## src/rtl/irq_ctrl_if.sv

```systemverilog
// Register bus between the address-decode bridge and irq_ctrl: word address,
// pre-gated write strobe, write data and combinational read data.
interface irq_ctrl_if;
    logic [31:2] Addr;
    logic        WE;
    logic [31:0] Din;
    logic [31:0] Dout;

    modport master (output Addr, output WE, output Din, input  Dout);
    modport slave  (input  Addr, input  WE, input  Din, output Dout);
endinterface

```

## src/rtl/irq_ctrl.sv

```systemverilog
// Six-source interrupt controller: MASK/PEND(W1C)/MODE/STATUS registers, edge or
// level capture per source. Define IRQ_CTRL_SYNC_EN to synchronise irq_in[2].
module irq_ctrl (
    input  logic        clk,
    input  logic        reset,
    irq_ctrl_if.slave   bus,
    input  logic [5:0]  irq_in,
    output logic [5:0]  HWInt
);

    typedef enum logic [1:0] {
        REG_MASK   = 2'd0,
        REG_PEND   = 2'd1,
        REG_MODE   = 2'd2,
        REG_STATUS = 2'd3
    } reg_sel_e;

    reg_sel_e   sel;
    logic [5:0] src;
    logic [5:0] set_vec, clr_vec, active;
    logic [2:0] status_idx;

    logic [5:0] mask_q,  mask_d;
    logic [5:0] pend_q,  pend_d;
    logic [5:0] mode_q,  mode_d;
    logic [5:0] prev_q,  prev_d;
    logic [5:0] hwint_q, hwint_d;

    assign sel = reg_sel_e'(bus.Addr[3:2]);

`ifdef IRQ_CTRL_SYNC_EN
    logic sync1_q, sync1_d;
    logic sync2_q, sync2_d;

    always_comb begin
        sync1_d = irq_in[2];
        sync2_d = sync1_q;
    end

    always_ff @(posedge clk or posedge reset) begin
        if (reset) begin
            sync1_q <= 1'b0;
            sync2_q <= 1'b0;
        end else begin
            sync1_q <= sync1_d;
            sync2_q <= sync2_d;
        end
    end

    assign src = {irq_in[5:3], sync2_q, irq_in[1:0]};
`else
    assign src = irq_in;
`endif

    // MODE resets to level, so a source already high at reset release can
    // never be taken as an edge: prev has caught up before edge mode applies.
    always_comb begin
        // NOTE: every output of this block gets a default first so no path leaves a latch.
        set_vec = '0;
        clr_vec = '0;
        mask_d  = mask_q;
        mode_d  = mode_q;
        prev_d  = src;

        for (int i = 0; i < 6; i++)
            set_vec[i] = mode_q[i] ? (src[i] & ~prev_q[i]) : src[i];

        if (bus.WE) begin
            case (sel)
                REG_MASK: mask_d  = bus.Din[5:0];
                REG_PEND: clr_vec = bus.Din[5:0];
                REG_MODE: mode_d  = bus.Din[5:0];
                default:  ;
            endcase
        end

        // Set wins over a same-cycle write-1-to-clear.
        pend_d  = (pend_q & ~clr_vec) | set_vec;
        hwint_d = pend_d & mask_d;
    end

    always_ff @(posedge clk or posedge reset) begin
        if (reset) begin
            mask_q  <= '0;
            pend_q  <= '0;
            mode_q  <= '0;
            prev_q  <= '0;
            hwint_q <= '0;
        end else begin
            // NOTE: state registers use non-blocking assignment so every flop samples pre-edge values.
            mask_q  <= mask_d;
            pend_q  <= pend_d;
            mode_q  <= mode_d;
            prev_q  <= prev_d;
            hwint_q <= hwint_d;
        end
    end

    assign HWInt  = hwint_q;
    assign active = pend_q & mask_q;

    // Scan downwards so the lowest active index is the last one written.
    always_comb begin
        status_idx = 3'd0;
        for (int i = 5; i >= 0; i--)
            if (active[i]) status_idx = 3'(i);
    end

    always_comb begin
        bus.Dout = '0;
        case (sel)
            REG_MASK:   bus.Dout[5:0] = mask_q;
            REG_PEND:   bus.Dout[5:0] = pend_q;
            REG_MODE:   bus.Dout[5:0] = mode_q;
            REG_STATUS: begin
                bus.Dout[31]  = |active;
                bus.Dout[2:0] = status_idx;
            end
            default:    bus.Dout = '0;
        endcase
    end

endmodule
```

## src/flat_wrapper.sv

```systemverilog
// flat-port wrapper written by rule: the top's interface ports become plain ports
module irq_ctrl_flat 
  (clk, reset, irq_in, HWInt, bus_Addr, bus_WE, bus_Din, bus_Dout);
  irq_ctrl_if bus_i ();
  input  logic clk;
  input  logic reset;
  input  logic [5:0] irq_in;
  output logic [5:0] HWInt;
  input wire logic [$bits(bus_i.Addr)-1:0] bus_Addr;
  input wire logic [$bits(bus_i.WE)-1:0] bus_WE;
  input wire logic [$bits(bus_i.Din)-1:0] bus_Din;
  output wire logic [$bits(bus_i.Dout)-1:0] bus_Dout;
  assign bus_i.Addr = bus_Addr;
  assign bus_i.WE = bus_WE;
  assign bus_i.Din = bus_Din;
  assign bus_Dout = bus_i.Dout;
  irq_ctrl u_core (.clk(clk), .reset(reset), .bus(bus_i), .irq_in(irq_in), .HWInt(HWInt));
endmodule
```

## config.mk

```make
export PLATFORM = sky130hd
export DESIGN_NAME = irq_ctrl_flat
export DESIGN_NICKNAME = d
export VERILOG_FILES = /design/src/rtl/irq_ctrl_if.sv /design/src/rtl/irq_ctrl.sv /design/src/flat_wrapper.sv
export SDC_FILE = /design/constraint.sdc
export NUM_CORES = 1
export LEC_CHECK = 0
export CORE_MARGIN = 2
export CORE_UTILIZATION = 37
export DETAILED_ROUTE_END_ITERATION = 7
export GPL_ROUTABILITY_DRIVEN = 0
export PLACE_DENSITY = 0.91
export SLEW_MARGIN = 40
export SYNTH_ARGS = -nofsm -noshare
export SYNTH_HDL_FRONTEND = slang
export SYNTH_SLANG_ARGS = --single-unit
```

## constraint.sdc

```tcl
create_clock -name clk -period 2 [get_ports clk]
set_input_delay 0.4 -clock clk [delete_from_list [all_inputs] [get_ports clk]]
set_output_delay 0.4 -clock clk [all_outputs]
set_load 0.05 [all_outputs]
```

* Word level (Yosys, flattened, before mapping) *
Index checks and enable logic that the tools add are counted.

word-level totals
  output and inout port bits = 38
  input port bits = 71
  logic and storage cells = 47
  register bits = 30

operators by class
  bitwise operators = 17
  equality and inequality tests = 3
  mux-type cells = 19
  reduce and logical (&&, ||, !) cells = 3

operators with widths
  kind                count
  $mux 6              4
  $and 6x6->6         3
  $mux 3              6
  $pmux 3 s4          1
  $pmux 3 s3          1
  $mux 1              7
  $and 1x1->1         6
  $not 1->1           6
  $not 6->6           1
  $or 6x6->6          1
  $reduce_or 6->1     1
  $eq 2x2->1 const B  2
  $eq 2x1->1 const B  1
  $logic_not 2->1     1
  $reduce_and 2->1    1

* Longest topological paths before layout *
Gate-level depths: netlist (run 1).

  depth in word-level cells = 8
  depth in mapped cells = 6

* Least setup slack after synthesis (run 1) *
Ideal clock, no wire load.

  path type = input to output
  start point = input port bus_Addr[1]
  end point = output port bus_Dout[3]
  cell stages on the path = 4
  path buffers = 2
  setup slack = -293 ps
  arrival = 1,893 ps
  cell sequence = buf_6 -> buf_2 -> mux2i_1 -> o21ai_0

on the way
  longest elaborated chain between the ends = 2

ends and longest elaborated chain
  element                                   RTL line            source
  start: declaration                        flat_wrapper.sv:9   input wire logic [$bits(bus_i.Addr)-1:0] bus_Addr;
  $eq 2x2->1, or another cell as far along  irq_ctrl.sv:111     case (sel)
  $pmux 3 s3 *                              irq_ctrl.sv:111
  end: declaration                          flat_wrapper.sv:12  output wire logic [$bits(bus_i.Dout)-1:0] bus_Dout;

Every way passes the cells marked *; elsewhere a longest branch is shown, timed or not.

* Worst setup path after layout (run 1) *
  start point = register u_core.mask_q[0]
  end point = output port bus_Dout[1]

on the way
  longest elaborated chain between the ends = 3

ends and longest elaborated chain
  element                   RTL line         source
  start: declaration        irq_ctrl.sv:23   logic [5:0] mask_q, mask_d;
  start signal: assignment  irq_ctrl.sv:91   mask_q <= mask_d;
  $and 6x6->6               irq_ctrl.sv:100  assign active = pend_q & mask_q;
  $mux 3                    irq_ctrl.sv:106  if (active[i]) status_idx = 3'(i);
  $pmux 3 s4                irq_ctrl.sv:111

No other way between the ends.

==> impl_metrics.env, run 1 <==
export IMPL_tritoncts_num_buffers=5
export IMPL_clock_insertion_delay_worst_skew_ns=0.28
export IMPL_finalHoldViolCount=0
export IMPL_drt_vias_per_instance=4.72
export IMPL_cpPeakStageDelay_ns=0.40
export IMPL_drt_pass1_iter_count=4
export IMPL_timing_clock_skew_ns=0.00303
export IMPL_route_final_wire_length_mm=3.01
export IMPL_clock_path_buffers=2
export IMPL_detail_route_drc_violations=0
export IMPL_detailedRoute_firstIterationViolations=12
export IMPL_std_cell_core_area_um2=3970
export IMPL_end_kind="output pin"
export IMPL_report_final_setup_viol=0
export IMPL_finish_utilization=0.500
export IMPL_power_density_nw_per_um2=944
export IMPL_drive_above_1_share=0.242
export IMPL_cp_data_arrival_time_ns=1.52
export IMPL_area_delta_synth_final_pct=32.0
export IMPL_start_util=0.379
export IMPL_max_slew_margin=0.661
export IMPL_clock_root_buffer="sky130_fd_sc_hd__clkbuf_8"
export IMPL_min_period_over_period=0.962
export IMPL_period_minus_slack_ns=1.92
export IMPL_mostFrequentLayoutCells="sky130_fd_sc_hd__dfrtp_1 (30), sky130_fd_sc_hd__conb_1 (25), sky130_fd_sc_hd__nand2_1 (20), sky130_fd_sc_hd__clkdlybuf4s50_1 (20), sky130_fd_sc_hd__mux2_2 (12)"
export IMPL_drtAntennaViolNets=0
export IMPL_max_cap_violations=0
export IMPL_max_vdd_ir_drop_mv=0.591
export IMPL_maxClockFrequency_ghz=0.520
export IMPL_cts_max_level=2
export IMPL_timing_critical_path_buf_inv=1
export IMPL_layout_cells_most_common="sky130_fd_sc_hd__dfrtp_1"
export IMPL_syn_mean_instance_area_um2=11.1
export IMPL_dieArea_um2=4590
export IMPL_worstSetupPathType="flip-flop to output pin"
export IMPL_ys_warnings_count=0
export IMPL_regToRegStartpoint="u_core.pend_q[3]"
export IMPL_number_of_pins_with_negative_max_slew_slack_in_the_final_report=0
export IMPL_dpl_instance_area_um2=1870
export IMPL_chipHeight_um=67.8
export IMPL_globalRouteOverflowTotal=0
export IMPL_syn_cell_area_um2=1510
export IMPL_portBuffers=29
export IMPL_dp_slack_ns=-0.167
export IMPL_antenna_found_initial=0
export IMPL_timing_critical_path_max_delay_family="simple AND/OR/NAND/NOR gates"
export IMPL_tritoncts="yes"
export IMPL_ff2ff_path_depth=3
export IMPL_worst_setup_path_start="u_core.mask_q[0]"
export IMPL_list_of_cells_traversed_by_the_critical_path="nand2_1 -> nand3_2 -> nor3b_1 -> o32a_1 -> buf_12"
export IMPL_worst_path_clk_slew_ns=0.06
export IMPL_setup_tns_final_ns=0
export IMPL_layout_nets=249
export IMPL_netlist_instances=136
export IMPL_critPathLaunchType="flip-flop"
export IMPL_critPathMaxFanout=4
export IMPL_max_slew_worst_pin_slew_ns=0.507
export IMPL_grt_usage=0.151
export IMPL_wire_length_of_the_first_global_routing_pass_mm=4.96
export IMPL_synth_ff_latch_count=30
export IMPL_ys_flop_type="sky130_fd_sc_hd__dfrtp_1"
export IMPL_routed_wire_length_per_instance_um=13.2
export IMPL_grt_pass1_vias=1036
export IMPL_run_status="completed"
export IMPL_largest_net_degree_at_the_start_of_global_routing=31
export IMPL_cpMaxStageDelayCell="sky130_fd_sc_hd__dfrtp_1"
export IMPL_critical_path_cell_count=5
export IMPL_top_level_ports=109
export IMPL_numClockSinks=30
export IMPL_worst_hold_path_type="primary input to asynchronous set/reset pin"
export IMPL_cell_area_after_layout_um2=1990
export IMPL_synth_yosys_seq_area_share=0.499
export IMPL_count_of_flip_flops_with_a_built_in_enable_after_synthesis=0
export IMPL_core_rowCount=23
export IMPL_hpwlAfterDp_mm=2.27
export IMPL_die_width_um=67.8
export IMPL_ys_async_sr_fraction=1.00
export IMPL_netlist_cell_type_count=26
export IMPL_final_critical_path_setup_slack_ns=0.0769
export IMPL_antenna_cells=0
export IMPL_rsz_0062_raised_after_global_routing="true"
export IMPL_power_leakage_nw=0.892
export IMPL_routed_via_count=1076
export IMPL_critical_path_required_ns=1.60
[power breakdown]
part / switching (mW) / internal (mW) / total, mW
combinational: 0.415 / 0.269 / 0.684
clock: 0.199 / 0.239 / 0.437
sequential: 0.0616 / 0.693 / 0.754
[worst paths after layout]
path	end	slack [ns]
max	bus_Dout[1]	0.08
min	u_core.HWInt[3]	0.51
max reg2reg	u_core.HWInt[3]	0.99
min reg2reg	u_core.mode_q[2]	0.54
max in group asynchronous	u_core.prev_q[1]	1.22
min in group clk	u_core.mode_q[2]	0.54
[what timing repair did]
action / 4_1_cts / 5_1_grt
pin swaps: 2 / 3
setup endpoints to repair: 7 / 3
hold buffers: 0 / 0
setup buffers: 0 / 2
gates resized for setup: 8 / 3
[kinds of logic (layout without fill, tap and decap cells)]
group           count (synthesis)  in the layout  synth area share
mux                            15             15             0.110
compound gates                 21             21             0.107
simple gates                   38             38             0.135
buf+inv                        31             49             0.147
other cells                     1             25           0.00249
flops                          30             30             0.499
[through the flow]
step / hold slack, ns / std cells / power, mW
finish: 0.510 / 228 / 1.88
global route: 0.561 / 228 / 1.97
CTS: 0.519 / 226 / 1.88
detailed placement: 0.530 / 219 / 1.43
global placement: 0.520 / 219 / 1.41
floorplan: 0.431 / 160 / 1.22
[Yosys cell counts (2+ instances only)]
cell | number | area share
sky130_fd_sc_hd__nor2b_1 | 3 | 0.012
sky130_fd_sc_hd__mux2_2 | 12 | 0.090
sky130_fd_sc_hd__o32a_1 | 3 | 0.020
sky130_fd_sc_hd__nand2_1 | 20 | 0.050
sky130_fd_sc_hd__a22oi_1 | 2 | 0.010
sky130_fd_sc_hd__nand2b_1 | 3 | 0.012
sky130_fd_sc_hd__buf_4 | 25 | 0.12
sky130_fd_sc_hd__and2_1 | 6 | 0.025
sky130_fd_sc_hd__a21oi_1 | 2 | 0.0067
sky130_fd_sc_hd__inv_1 | 2 | 0.0050
sky130_fd_sc_hd__mux2i_1 | 3 | 0.020
sky130_fd_sc_hd__o21ai_0 | 4 | 0.013
sky130_fd_sc_hd__a22o_1 | 7 | 0.041
sky130_fd_sc_hd__dfrtp_1 | 30 | 0.50
sky130_fd_sc_hd__buf_2 | 3 | 0.010
[worst reg2reg max path: cells and delay by family (launching register included)]
kind / cells / cell delay [ns]
AOI/OAI and AO/OA: 1 / 0.20
buffers and inverters: 1 / 0.15
DFF: 1 / 0.42
and+or+nand+nor: 1 / 0.13
[state kept, by name (all words and copies together) (netlist names)]
signal / flops
u_core.prev_q: 6
u_core.HWInt: 6
u_core.mode_q: 6
u_core.pend_q: 6
u_core.mask_q: 6
[layout make-up]
type | count | area (µm²)
Clock buffer | 7 | 76.3
Fill cell | 356 | 1980
Inverter | 2 | 7.51
Multi-Input combinational cell | 99 | 649
Sequential cell | 30 | 751
Tap cell | 50 | 62.6
Timing Repair Buffer | 40 | 440
[per-layer routing]
metal / vias up / global-route usage / share of wire
met1: 530 / 0.193 / 0.44
met3: 4 / 0.0517 / 0.056
met5: - / 0 / 0
met2: 40 / 0.237 / 0.49
li1: 502 / - / -
met4: 0 / 0.0550 / 0.010
Power figures use the tool's default switching activity.
==> run 2: changes to the inputs <==
Settings changed: GPL_ROUTABILITY_DRIVEN 0 to not set.
==> results of run 2 <==
The final DEF is identical to that of run 1; final timing and power are the same.
